--- src/rtl/alu_urg_pkg.sv ---
// Shared types and the reference behaviour of the 1-bit URG ALU slice
// used by the BIST sequencer and its comparator.
package alu_urg_pkg;

    typedef enum logic [1:0] {
        AND = 2'b00,
        OR  = 2'b01,
        ADD = 2'b10,
        SUB = 2'b11
    } alu_op_e;

    typedef enum logic [1:0] {
        IDLE  = 2'd0,
        DRIVE = 2'd1,
        FIN   = 2'd2
    } bist_state_e;

    localparam logic [3:0] LAST_VEC = 4'hF;

    // Returns {r, carry, n}; for SUB carry is the borrow of A-B.
    function automatic logic [2:0] alu_golden(
        input logic    a,
        input logic    b,
        input alu_op_e op
    );
        logic [2:0] g;
        g = 3'b000;
        case (op)
            AND:     g = {a & b, 1'b0, 1'b0};
            OR:      g = {a | b, 1'b0, 1'b0};
            ADD:     g = {a ^ b, a & b, 1'b0};
            SUB:     g = {a ^ b, ~a & b, ~a & b};
            default: g = 3'b000;
        endcase
        return g;
    endfunction

endpackage

--- src/rtl/alu_urg_cmp.sv ---
// Registered response checker: compares one sampled ALU response
// against the golden model and keeps failure count, first index and pass.
module alu_urg_cmp
    import alu_urg_pkg::*;
(
    input  logic       clk,
    input  logic       rst_n,
    input  logic       clr_i,
    input  logic       sample_i,
    input  logic       last_i,
    input  logic [3:0] vec_i,
    input  logic       r_i,
    input  logic       carry_i,
    input  logic       n_i,
    output logic [4:0] fail_count_o,
    output logic [3:0] fail_idx_o,
    output logic       pass_o
);

    logic [4:0] cnt_q, cnt_d;
    logic [3:0] idx_q, idx_d;
    logic       pass_q, pass_d;
    logic [2:0] golden;
    logic       miss;

    assign golden = alu_golden(vec_i[3], vec_i[2], alu_op_e'(vec_i[1:0]));
    assign miss   = sample_i && ({r_i, carry_i, n_i} != golden);

    always_comb begin
        cnt_d  = cnt_q;
        idx_d  = idx_q;
        pass_d = pass_q;
        if (clr_i) begin
            cnt_d  = 5'd0;
            idx_d  = 4'd0;
            pass_d = 1'b0;
        end else begin
            if (miss) begin
                cnt_d = cnt_q + 5'd1;
                if (cnt_q == 5'd0) begin
                    idx_d = vec_i;
                end
            end
            // Pass must see the verdict of the final vector itself.
            if (sample_i && last_i) begin
                pass_d = (cnt_d == 5'd0);
            end
        end
    end

    always_ff @(posedge clk) begin
        if (!rst_n) begin
            cnt_q  <= 5'd0;
            idx_q  <= 4'd0;
            pass_q <= 1'b0;
        end else begin
            cnt_q  <= cnt_d;
            idx_q  <= idx_d;
            pass_q <= pass_d;
        end
    end

    assign fail_count_o = cnt_q;
    assign fail_idx_o   = idx_q;
    assign pass_o       = pass_q;

endmodule

--- src/rtl/alu_urg_bist.sv ---
// BIST sequencer for the 1-bit URG ALU slice: sweeps all 16 vectors,
// holds each for SETTLE_CYCLES+1 cycles and samples on the last edge.
module alu_urg_bist
    import alu_urg_pkg::*;
#(
    parameter int unsigned SETTLE_CYCLES = 1
) (
    input  logic       clk,
    input  logic       rst_n,
    input  logic       start,
    output logic       busy,
    output logic       done,
    output logic       pass,
    output logic [4:0] fail_count,
    output logic [3:0] fail_idx,
    output logic       alu_a,
    output logic       alu_b,
    output logic       alucon0,
    output logic       alucon,
    input  logic       alu_r,
    input  logic       alu_carry,
    input  logic       alu_n
);

    localparam logic [3:0] SETTLE = 4'(SETTLE_CYCLES);

    bist_state_e state_q, state_d;
    logic [3:0]  vec_q, vec_d;
    logic [3:0]  cnt_q, cnt_d;
    logic        busy_q, busy_d;
    logic        done_q, done_d;
    logic        clr, sample, last;

    always_comb begin
        state_d = state_q;
        vec_d   = vec_q;
        cnt_d   = cnt_q;
        busy_d  = busy_q;
        done_d  = 1'b0;
        clr     = 1'b0;
        sample  = 1'b0;
        last    = 1'b0;
        case (state_q)
            IDLE: begin
                if (start) begin
                    state_d = DRIVE;
                    vec_d   = 4'd0;
                    cnt_d   = 4'd0;
                    busy_d  = 1'b1;
                    clr     = 1'b1;
                end
            end
            DRIVE: begin
                if (cnt_q == SETTLE) begin
                    sample = 1'b1;
                    cnt_d  = 4'd0;
                    if (vec_q == LAST_VEC) begin
                        // Vector 15 stays on the bus after the sweep.
                        last    = 1'b1;
                        state_d = FIN;
                        busy_d  = 1'b0;
                        done_d  = 1'b1;
                    end else begin
                        vec_d = vec_q + 4'd1;
                    end
                end else begin
                    cnt_d = cnt_q + 4'd1;
                end
            end
            FIN:     state_d = IDLE;
            default: state_d = IDLE;
        endcase
    end

    always_ff @(posedge clk) begin
        if (!rst_n) begin
            state_q <= IDLE;
            vec_q   <= 4'd0;
            cnt_q   <= 4'd0;
            busy_q  <= 1'b0;
            done_q  <= 1'b0;
        end else begin
            state_q <= state_d;
            vec_q   <= vec_d;
            cnt_q   <= cnt_d;
            busy_q  <= busy_d;
            done_q  <= done_d;
        end
    end

    alu_urg_cmp u_cmp (
        .clk          (clk),
        .rst_n        (rst_n),
        .clr_i        (clr),
        .sample_i     (sample),
        .last_i       (last),
        .vec_i        (vec_q),
        .r_i          (alu_r),
        .carry_i      (alu_carry),
        .n_i          (alu_n),
        .fail_count_o (fail_count),
        .fail_idx_o   (fail_idx),
        .pass_o       (pass)
    );

    assign busy    = busy_q;
    assign done    = done_q;
    assign alu_a   = vec_q[3];
    assign alu_b   = vec_q[2];
    assign alucon  = vec_q[1];
    assign alucon0 = vec_q[0];

endmodule

--- config.mk ---
export PLATFORM = sky130hd
export DESIGN_NAME = alu_urg_bist
export DESIGN_NICKNAME = d
export VERILOG_FILES = /design/src/rtl/alu_urg_pkg.sv /design/src/rtl/alu_urg_cmp.sv /design/src/rtl/alu_urg_bist.sv
export SDC_FILE = /design/constraint.sdc
export NUM_CORES = 1
export LEC_CHECK = 0
export CAP_MARGIN = 20
export CORE_ASPECT_RATIO = 0.75
export CORE_MARGIN = 4
export CORE_UTILIZATION = 35
export CTS_CLUSTER_DIAMETER = 100
export DETAILED_ROUTE_END_ITERATION = 16
export DONT_BUFFER_PORTS = 1
export GPL_TIMING_DRIVEN = 0
export HOLD_SLACK_MARGIN = 0.1
export PLACE_DENSITY_LB_ADDON = 0.3
export SLEW_MARGIN = 30
export SYNTH_ARGS = -nofsm -noshare
export SYNTH_HDL_FRONTEND = slang
export SYNTH_HIERARCHICAL = 1
export SYNTH_SLANG_ARGS = --single-unit
--- constraint.sdc ---
create_clock -name clk -period 2.25 [get_ports clk]
set_clock_uncertainty 0.05 [all_clocks]
set_input_delay 0.1125 -clock clk [delete_from_list [all_inputs] [get_ports clk]]
set_output_delay 0.1125 -clock clk [all_outputs]
set_load 0.05 [all_outputs]
==> results of run 1 <==
## cells by family (layout without fill, tap and decap cells)
kind of cell / count (synthesis) / after routing / share of synthesized area
muxes: 8 / 8 / 0.0692
xor gates and xnor gates: 6 / 6 / 0.0428
AOI/OAI and AO/OA: 26 / 26 / 0.155
and+or+nand+nor: 62 / 62 / 0.259
adders and majority gates: 8 / 8 / 0.0815
DFF: 22 / 22 / 0.358
buffers and inverters: 11 / 16 / 0.0346
## layout by cell type (no fill, tap or decap), types with 2 or more instances in the layout
cell type,count
o21a_1,3
ha_1,8
nand2_1,12
o21ai_0,3
nand2b_1,3
nor3_1,3
clkbuf_1,2
o31ai_4,2
mux2i_1,7
clkbuf_8,4
dfxtp_4,3
dfxtp_1,18
nor2b_1,3
a21boi_1,2
nor2_1,20
nand4_1,2
xnor2_1,5
nand3_1,4
nor3b_1,3
and3_1,2
and2_1,3
inv_1,8
a21oi_1,8
## final cells by class
class	count	area (µm²)
fillers	338	1950
multi-input cells	110	774
flip-flops and latches	22	453
clock buffers	4	55.1
well taps	40	50.0
inverters	8	30.0
plain buffers	3	12.5
repair buffers	1	10.0
## stage by stage
stage	std cells	hold WS (ns)
floorplan	143	0.226
global placement	183	0.227
detailed placement	183	0.232
CTS	188	0.124
global route	188	0.147
finish	188	0.125
## per-layer routing
metal	vias up	share of wire	routed length [µm]
met5	-	0	0
met4	0	0.0093	24
met3	2	0.073	188
met2	22	0.44	1130
met1	453	0.48	1230
li1	502	-	-
## timing repair
item,CTS,global route
endpoints found under the hold margin,2,0
gates resized for setup,4,6
setup buffers,0,0
hold buffers,1,0
endpoints found under the setup margin,5,5
## worst max-delay path, cell delays in order, from the launching register on
cell and delay, ns:
dfxtp_4 0.48, inv_1 0.10, ha_1 0.19, and2_1 0.18, o31ai_4 0.21, xnor2_2 0.18, nand2_2 0.14, mux2_4 0.32
nand3_1 0.08, o22ai_1 0.08
## how the worst max path moves through the flow
stage,slack [ns],cells after the start,from,endpoint
global placement,-0.14,7,vec_q[1]$_SDFFE_PN0P_,u_cmp/pass_o$_SDFFE_PP0P_
global route,0.003,8,state_q[0]$_SDFFE_PN0P_,u_cmp/pass_o$_SDFFE_PP0P_
CTS,0.06,9,vec_q[3]$_SDFFE_PN0P_,u_cmp/pass_o$_SDFFE_PP0P_
finish,0.11,9,vec_q[3]$_SDFFE_PN0P_,u_cmp/pass_o$_SDFFE_PP0P_
floorplan,0.14,7,vec_q[1]$_SDFFE_PN0P_,u_cmp/pass_o$_SDFFE_PP0P_
detailed placement,-0.15,7,vec_q[0]$_SDFFE_PN0P_,u_cmp/pass_o$_SDFFE_PP0P_
## power breakdown
part           switching [W]  internal (W)
logic              0.0000434     0.0000325
clock network       0.000128      0.000156
registers          0.0000213      0.000392
total               0.000193      0.000581
## registers in the layout, indices dropped and copies added (netlist names)
register,flops
vec_q,4
state_q,2
u_cmp/fail_count_o,5
u_cmp/fail_idx_o,4
busy,1
done,1
cnt_q,4
u_cmp/pass_o,1
==> reports/metrics.cfg, run 1 <==
[critical_path]
reg2reg_depth = 9
end_kind = flip-flop
r2r_start = vec_q[3]$_SDFFE_PN0P_
r2r_setup_slack_ns = 0.11
critPathMaxFanout = 8
crit_type = reg2reg
rr_endpoint = u_cmp/pass_o$_SDFFE_PP0P_
critPathLaunchType = flip-flop
arrival_ns = 2.22
worstPathRequired_ns = 2.33

[clock_tree]
numCtsBuffers = 3
clk_pin_slew_ns = 0.08
clock_sinks = 22
cts_tree = yes
insertion_delay_ns = 0.26
htreeDepth = 1
cts_root_buf = clkbuf_8
cts_buffer_depth = 2

[global_route]
first_global_vias = 892
antenna_found_initial = 0
met2_usage = 0.183
use_met3 = 0.0547
grt-ovfl-total = 0
grt_start_max_net_pins = 13
grt.total_usage = 0.113
grt_pass1_wl_um = 4080
top_usage_layer = met2
grt_use_met1 = 0.139

[layout]
syn_to_final_growth_pct = 12.7
design_area_um2 = 1390
nets = 163
diodes = 0
fin_util = 0.416
layout-drive-gt1-share = 0.122

[logic_synthesis]
synth_common_cells = dfxtp_1 (22), nor2_1 (20), nand2_1 (12)
synthMostInstantiatedCell = dfxtp_1
synth.distinct_cells = 37
synthFlopType = dfxtp_1
seq_area_frac_synth = 0.358
yosysTopAreaCellShare = 0.358
synth_cells = 143
synth-seq-cells = 22
synth_edf_count = 0
synthesis.nets = 157
synth_top_area_cell = dfxtp_1
postSynth.asyncResetShare = 0
synth-warning-count = 6
syn_avg_cell_area_um2 = 8.59
syn_area_um2 = 1230
netlist_top_cells_area = dfxtp_1 (36%), ha_1 (8.1%), nor2_1 (6.1%)

[place]
dpl_cell_area_um2 = 1280
dp_hpwl_um = 1880
place_congestion = 0.755
io_buffers = 0
place_ws_ns = -0.154

[run_status]
outcome = completed

[power]
finalPower_w = 0.000774
ir_worst_vdd_uv = 303
p_leak_nw = 0.546
power.density_nw_per_um2 = 559

[routing]
avgViaCountPerCell = 5.21
wl_per_cell_um = 13.7
num_vias = 979
drt_wl_total_um = 2570
drt_iter0_drc = 38
ant_nets = 0
drc = 0
drtPass1Iterations = 4

[timing]
max-slew-margin-rel = 0.573
fmax_mhz = 467
rsz0062_at_grt = false
hold_viol_final = 0
post-route-period-util = 0.951
worstMarginPinSlew_ns = 0.639
min_period_ns = 2.14
fin_ws_ns = 0.111
slew_viol_final = 0
setup_viol = 0
tns_ns = 0

[floorplan]
rows = 18
ios = 22
core-area_um2 = 3330
die-area_um2 = 4530
die_height_um = 59.3
fp.dieW_um = 76.4
initial_core_util = 0.369

[worst_hold_path]
whs_path_depth = 4
min_to = u_cmp/pass_o$_SDFFE_PP0P_
hold_start = rst_n
hold_class = in2reg

[flow_run]
cap_violations = 0

Power figures use the tool's default switching activity.
==> run 2: changes to the inputs <==
==> constraint.sdc (replaced) <==
create_clock -name clk -period 2.25 [get_ports clk]
set_clock_uncertainty 0.05 [all_clocks]
set_input_delay 0 -clock clk [delete_from_list [all_inputs] [get_ports clk]]
set_output_delay 0 -clock clk [all_outputs]
set_load 0.05 [all_outputs]
==> run 2 against run 1 <==
- core utilization up 0.30 points
- sequential power about the same
- worst hold slack better by 0.015 ns
- register-to-register slack about the same
- power increased by 0.26%
- critical path depth unchanged
- sequential cell count stayed put
- critical path type unchanged
- highest routed layer unchanged
==> reports/metrics.cfg, run 2 (synthesized netlist as in run 1, its figures left out) <==
[critical_path]
arrival_ns = 2.22  ; about the same
startpoint = vec_q[3]$_SDFFE_PN0P_
r2r_start = vec_q[3]$_SDFFE_PN0P_
end_kind = flip-flop
worstPathRequired_ns = 2.33  ; about the same
crit_type = reg2reg
path_buf_inv = 1  ; unchanged
cp_slowest_cell = dfxtp_4
worstPathCellList = inv_1 -> ha_1 -> and2_1 -> o31ai_4 -> xnor2_2 -> nand2_2 -> mux2_4 -> nand3_1 -> o22ai_1
worst_path_largest_cell_delay_ns = 0.48  ; about the same
critPathLaunchType = flip-flop
critPathMaxFanout = 8  ; unchanged
crit_family = flip-flops

[power]
power.density_nw_per_um2 = 556  ; -0.46%
p_leak_nw = 0.551  ; +0.76%
p_sw_frac = 0.250  ; +0.000452
netSwitchingPower_w = 0.000194  ; +0.44%
ir_worst_vdd_uv = 303  ; about the same
combPwrFrac = 0.100  ; +0.002
seq_power_share = 0.533  ; about the same
cellInternalPower_w = 0.000582  ; +0.20%
clkPwrFrac = 0.366  ; -0.002

[floorplan]
fp.dieW_um = 76.4  ; unchanged
die_height_um = 59.3  ; unchanged
initial_core_util = 0.369  ; unchanged
die-area_um2 = 4530  ; unchanged
rows = 18  ; unchanged
ios = 22  ; unchanged
core-area_um2 = 3330  ; unchanged

[run_status]
outcome = completed

[timing]
worstMarginPinSlew_ns = 0.640  ; +0.000388 ns
hold_viol_final = 0  ; unchanged
rsz0062_at_grt = false
fmax_mhz = 468  ; about the same
min_period_ns = 2.14  ; -0.000956 ns
tns_ns = 0  ; unchanged
slew_viol_final = 0  ; unchanged
post-route-period-util = 0.950  ; about the same
max-slew-margin-rel = 0.573  ; about the same
setup_viol = 0  ; unchanged

[routing]
drt_wl_total_um = 2560  ; -0.62%
drc = 0  ; unchanged
ant_nets = 0  ; unchanged
drt_iter0_drc = 45  ; +18%
num_vias = 984  ; +0.51%
avgViaCountPerCell = 5.21  ; about the same
drtPass1Iterations = 4  ; unchanged
wl_per_cell_um = 13.5  ; -1.1%

[layout]
fin_util = 0.419  ; +0.00300
multi_input_area_um2 = 774  ; unchanged
layout_common_cells = nor2_1 (20), dfxtp_1 (18), nand2_1 (12)
n_fill_cell = 337  ; -0.30%
layout-drive-gt1-share = 0.121  ; -0.000816
seq_area_um2 = 453  ; unchanged
nets = 164  ; +0.61%
final_cells = 189  ; +0.53%
diodes = 0  ; unchanged
syn_to_final_growth_pct = 13.5
largest_reg_flops = 5  ; unchanged
final_common_cell = nor2_1

[worst_hold_path]
hold_class = in2reg
hold_start = alu_n

[place]
dp_hpwl_um = 1880  ; unchanged
dp_cells = 183  ; unchanged
io_buffers = 0  ; unchanged
place_congestion = 0.755  ; unchanged

[clock_tree]
cts_tree = yes
insertion_delay_ns = 0.26  ; about the same
cts_root_buf = clkbuf_8
cts_buffer_depth = 2  ; unchanged
numCtsBuffers = 3  ; unchanged
clk_pin_slew_ns = 0.08  ; about the same
clock_sinks = 22  ; unchanged
htreeDepth = 1  ; unchanged

[global_route]
grt-ovfl-total = 0  ; unchanged
antenna_found_initial = 0  ; unchanged
first_global_vias = 894  ; +0.22%
grt.total_usage = 0.113  ; -0.000332
grt_start_max_net_pins = 13  ; unchanged
grt_pass1_wl_um = 4080  ; unchanged

[flow_run]
cap_violations = 0  ; unchanged

-- run 2: tightest hold or removal path: stages --
cell and delay [ns]:
o31ai_4 0.08, a21oi_1 0.16, xnor2_1 0.10, nor2_1 0.08
-- run 2: power groups by stage --
| stage | Sequential, W | Combinational (W) | Clock (W) |
|---|---|---|---|
| after floorplan | 0.000423 | 0.0000576 | 0 |
| after global placement | 0.000426 | 0.0000678 | 0 |
| after detailed placement | 0.000426 | 0.0000692 | 0 |
| after CTS | 0.000415 | 0.0000739 | 0.000292 |
| after global routing | 0.000416 | 0.0000882 | 0.000309 |
| final | 0.000413 | 0.0000779 | 0.000284 |
-- run 2: what timing repair did --
action,CTS,global route
hold buffers,2,0
hold endpoints to repair,9,0
setup buffers,0,0
resized for setup,4,6
setup endpoints to repair,5,5
-- run 2: layout make-up --
type                    count  share of cell area
multi-input cells         110               0.555
flip-flops and latches     22               0.325
clock buffers               4              0.0395
well taps                  40              0.0359
inverters                   8              0.0215
repair buffers              2              0.0143
plain buffers               3             0.00897
-- run 2: path summary, 6_finish.rpt --
check / endpoint / slack, ns / cells past startpoint
worst min-delay path: u_cmp/fail_count_o[3]$_SDFF_PP0_ / 0.14 / 4
worst max-delay path: u_cmp/pass_o$_SDFFE_PP0P_ / 0.11 / 9
worst max register to register: u_cmp/pass_o$_SDFFE_PP0P_ / 0.11 / 9
worst min register to register: cnt_q[1]$_SDFFE_PN0P_ / 0.52 / 2
-- run 2: metal layers --
metal / global-route usage / routed length, µm / vias to the layer above
li1: - / - / 503
met1: 0.140 / 1230 / 453
met2: 0.180 / 1090 / 26
met3: 0.0547 / 208 / 2
met4: 0.0258 / 24 / 0
met5: 0 / 0 / -
-- run 2: per-stage QoR --
step / setup WS (ns) / cell area, µm² / hold slack, ns / power, W
2_1_floorplan: 0.139 / 1230 / 0.113 / 0.000480
3_3_place_gp: -0.141 / 1280 / 0.114 / 0.000493
3_5_place_dp: -0.154 / 1280 / 0.119 / 0.000495
4_1_cts: 0.0634 / 1360 / 0.133 / 0.000780
5_1_grt: 0.00624 / 1400 / 0.168 / 0.000813
6_report: 0.112 / 1400 / 0.140 / 0.000776
==> run 3: changes to the inputs <==
--- a/config.mk
+++ b/config.mk
@@ -18,5 +18,4 @@
 export SLEW_MARGIN = 30
 export SYNTH_ARGS = -nofsm -noshare
 export SYNTH_HDL_FRONTEND = slang
-export SYNTH_HIERARCHICAL = 1
 export SYNTH_SLANG_ARGS = --single-unit
==> run 3 against run 2 <==
- clock-buffer cell count down 1
- register-to-register slack about the same
- synthesized area up 22%
- clock power fell by 13%
- largest power group unchanged
- sequential cell count stayed put
- wire length is 33% higher
- die area grew 19%
- power hardly changed
- combinational power increased by 35%
- sequential share of layout area shrank 5.7 points
==> reports/metrics.cfg, run 3 <==
[place]
dp_hpwl_um = 2590  ; +38%
io_buffers = 0  ; unchanged
place_congestion = 0.811  ; +7.4%
dpl_cell_area_um2 = 1570  ; +23%

[logic_synthesis]
synthMostInstantiatedCell = dfxtp_1
synth_common_cells = dfxtp_1 (22), ha_1 (11), nor2_1 (11)
netlist_top_cells_area = dfxtp_1 (29%), ha_1 (9.2%), xnor2_1 (3.5%)
synthesis.nets = 177  ; +13%
seq_area_frac_synth = 0.294  ; -0.0641
synth-seq-cells = 22  ; unchanged
yosysTopAreaCellShare = 0.294  ; -0.0641
postSynth.asyncResetShare = 0  ; unchanged
synth-warning-count = 0  ; -6
synthFlopType = dfxtp_1
syn_avg_cell_area_um2 = 9.35  ; +8.9%
synth_top_area_cell = dfxtp_1
synth.distinct_cells = 49  ; +32%
syn_area_um2 = 1500  ; +22%
synth_edf_count = 0  ; unchanged
synth_cells = 160  ; +12%

[timing]
post-route-period-util = 0.951  ; about the same
fmax_mhz = 467  ; about the same
min_period_ns = 2.14  ; +0.00180 ns
worstMarginPinSlew_ns = 0.704  ; +0.0648 ns
setup_viol = 0  ; unchanged
holdWs_ns = 0.111  ; -0.0290 ns
max-slew-margin-rel = 0.530  ; -0.0432
rsz0062_at_grt = false
hold_viol_final = 0  ; unchanged
slew_viol_final = 0  ; unchanged

[global_route]
grt_pass1_wl_um = 5660  ; +39%
first_global_vias = 1129  ; +26%
grt.total_usage = 0.130  ; +0.0170
antenna_found_initial = 0  ; unchanged
grt-ovfl-total = 0  ; unchanged
grt_start_max_net_pins = 12  ; -1

[layout]
diodes = 0  ; unchanged
syn_to_final_growth_pct = 13.5  ; about the same
largest_reg_flops = 5  ; unchanged
layout_common_cells = dfxtp_1 (18), nor2_1 (11), ha_1 (9)
multi_input_area_um2 = 1020  ; +31%
n_fill_cell = 395  ; +17%
final_common_cell = dfxtp_1
nets = 186  ; +13%
layout-drive-gt1-share = 0.287  ; +0.167
design_area_um2 = 1700  ; +22%
fin_util = 0.417  ; -0.00198
seq_area_um2 = 455  ; +0.55%

[power]
power.density_nw_per_um2 = 456  ; -18%
ir_worst_vdd_uv = 344  ; +13%
finalPower_w = 0.000775  ; about the same
p_leak_nw = 0.645  ; +17%

[critical_path]
worstPathRequired_ns = 2.35  ; +0.02 ns
end_kind = flip-flop
critPathLaunchType = flip-flop
r2r_start = vec_q[0]$_SDFFE_PN0P_
r2r_setup_slack_ns = 0.11  ; about the same
rr_endpoint = u_cmp.fail_count_o[2]$_SDFF_PP0_
crit_type = reg2reg
critPathMaxFanout = 7  ; -1
arrival_ns = 2.24  ; +0.02 ns
reg2reg_depth = 8  ; -1

[flow_run]
cap_violations = 0  ; unchanged

[routing]
drc = 0  ; unchanged
avgViaCountPerCell = 5.50  ; +5.6%
drtPass1Iterations = 4  ; unchanged
num_vias = 1220  ; +24%
drt_wl_total_um = 3390  ; +33%
ant_nets = 0  ; unchanged
wl_per_cell_um = 15.3  ; +13%
drt_iter0_drc = 79  ; +76%

[clock_tree]
cts_root_buf = clkbuf_8
numCtsBuffers = 3  ; unchanged
cts_buffer_depth = 2  ; unchanged
clk_pin_slew_ns = 0.08  ; about the same
clock_sinks = 22  ; unchanged
htreeDepth = 1  ; unchanged
insertion_delay_ns = 0.26  ; about the same
cts_tree = yes

[floorplan]
ios = 22  ; unchanged
rows = 20  ; +2
die-area_um2 = 5400  ; +19%
fp.dieW_um = 83.5  ; +9.3%
initial_core_util = 0.367  ; -0.00175
core-area_um2 = 4080  ; +22%
die_height_um = 64.6  ; +9.0%

[worst_hold_path]
whs_path_depth = 4  ; unchanged
hold_start = start
hold_class = in2reg
min_to = u_cmp.pass_o$_SDFFE_PP0P_

[run_status]
outcome = completed

run 3: changes by cell type in the layout (fill, tap and decap cells not counted), sizes merged, moves of 4 or more:
cell,previous run,this run
nand2,13,7
mux2i,7,1
nor2,20,11
buf,1,6
o211a,1,5
o211ai,0,10
run 3: power breakdown:
group | internal, W | total (W) | switching, W
Sequential | 0.000394 | 0.000423 | 0.0000292
Combinational | 0.0000469 | 0.000105 | 0.0000578
Clock | 0.000120 | 0.000248 | 0.000128
run 3: logic make-up (layout without fill, tap and decap cells):
| family | after synthesis | in the layout | synth area share |
|---|---|---|---|
| AO/OA/AOI/OAI | 46 | 46 | 0.251 |
| XOR/XNOR | 7 | 7 | 0.0410 |
| adder cells (fa/ha/maj) | 11 | 11 | 0.0920 |
| buffers and inverters | 14 | 21 | 0.0543 |
| flip-flops | 22 | 22 | 0.294 |
| multiplexers | 4 | 4 | 0.0343 |
| AND/OR/NAND/NOR | 56 | 56 | 0.233 |
run 3: metrics by stage:
stage,TNS [ns],worst slack (ns),std cells
after floorplan,0,0.0382,160
after global placement,-0.744,-0.148,215
after detailed placement,-1.22,-0.230,215
after CTS,0,0.00282,220
after global routing,0,0.0117,222
final,0,0.110,222
run 3: how the worst max path moves through the flow:
stage	start	slack [ns]	end
floorplan	vec_q[0]$_SDFFE_PN0P_	0.04	u_cmp.fail_count_o[2]$_SDFF_PP0_
global placement	vec_q[0]$_SDFFE_PN0P_	-0.15	u_cmp.fail_count_o[1]$_SDFF_PP0_
detailed placement	vec_q[0]$_SDFFE_PN0P_	-0.23	u_cmp.fail_count_o[1]$_SDFF_PP0_
CTS	vec_q[0]$_SDFFE_PN0P_	0.003	u_cmp.fail_count_o[2]$_SDFF_PP0_
global route	vec_q[0]$_SDFFE_PN0P_	0.01	u_cmp.pass_o$_SDFFE_PP0P_
finish	vec_q[0]$_SDFFE_PN0P_	0.11	u_cmp.fail_count_o[2]$_SDFF_PP0_
run 3: final cells by class:
cell class / instances / share of cell area
flip-flops and latches: 22 / 0.268
clock buffers: 3 / 0.0243
well taps: 55 / 0.0405
repair buffers: 4 / 0.0206
multi-input cells: 124 / 0.599
plain buffers: 5 / 0.0280
inverters: 9 / 0.0199
run 3: worst max-delay path: stages (launching register included):
cell      delay, ns
dfxtp_4        0.50
inv_2          0.06
ha_2           0.21
nand3b_1       0.25
xor2_2         0.25
a21oi_2        0.10
buf_4          0.15
o21ai_2        0.14
mux2_4         0.31
run 3: layer usage:
layer	wire length, µm	track usage
met1	1590	0.175
met2	1470	0.194
met3	289	0.0534
met4	31	0.0301
met5	0	0
run 3: what timing repair did:
action                     4_1_cts  5_1_grt
hold buffers                     2        0
resized for setup                6       10
setup endpoints to repair       10       10
setup buffers                    0        2
pin swaps                        0        3
hold endpoints to repair         8        0
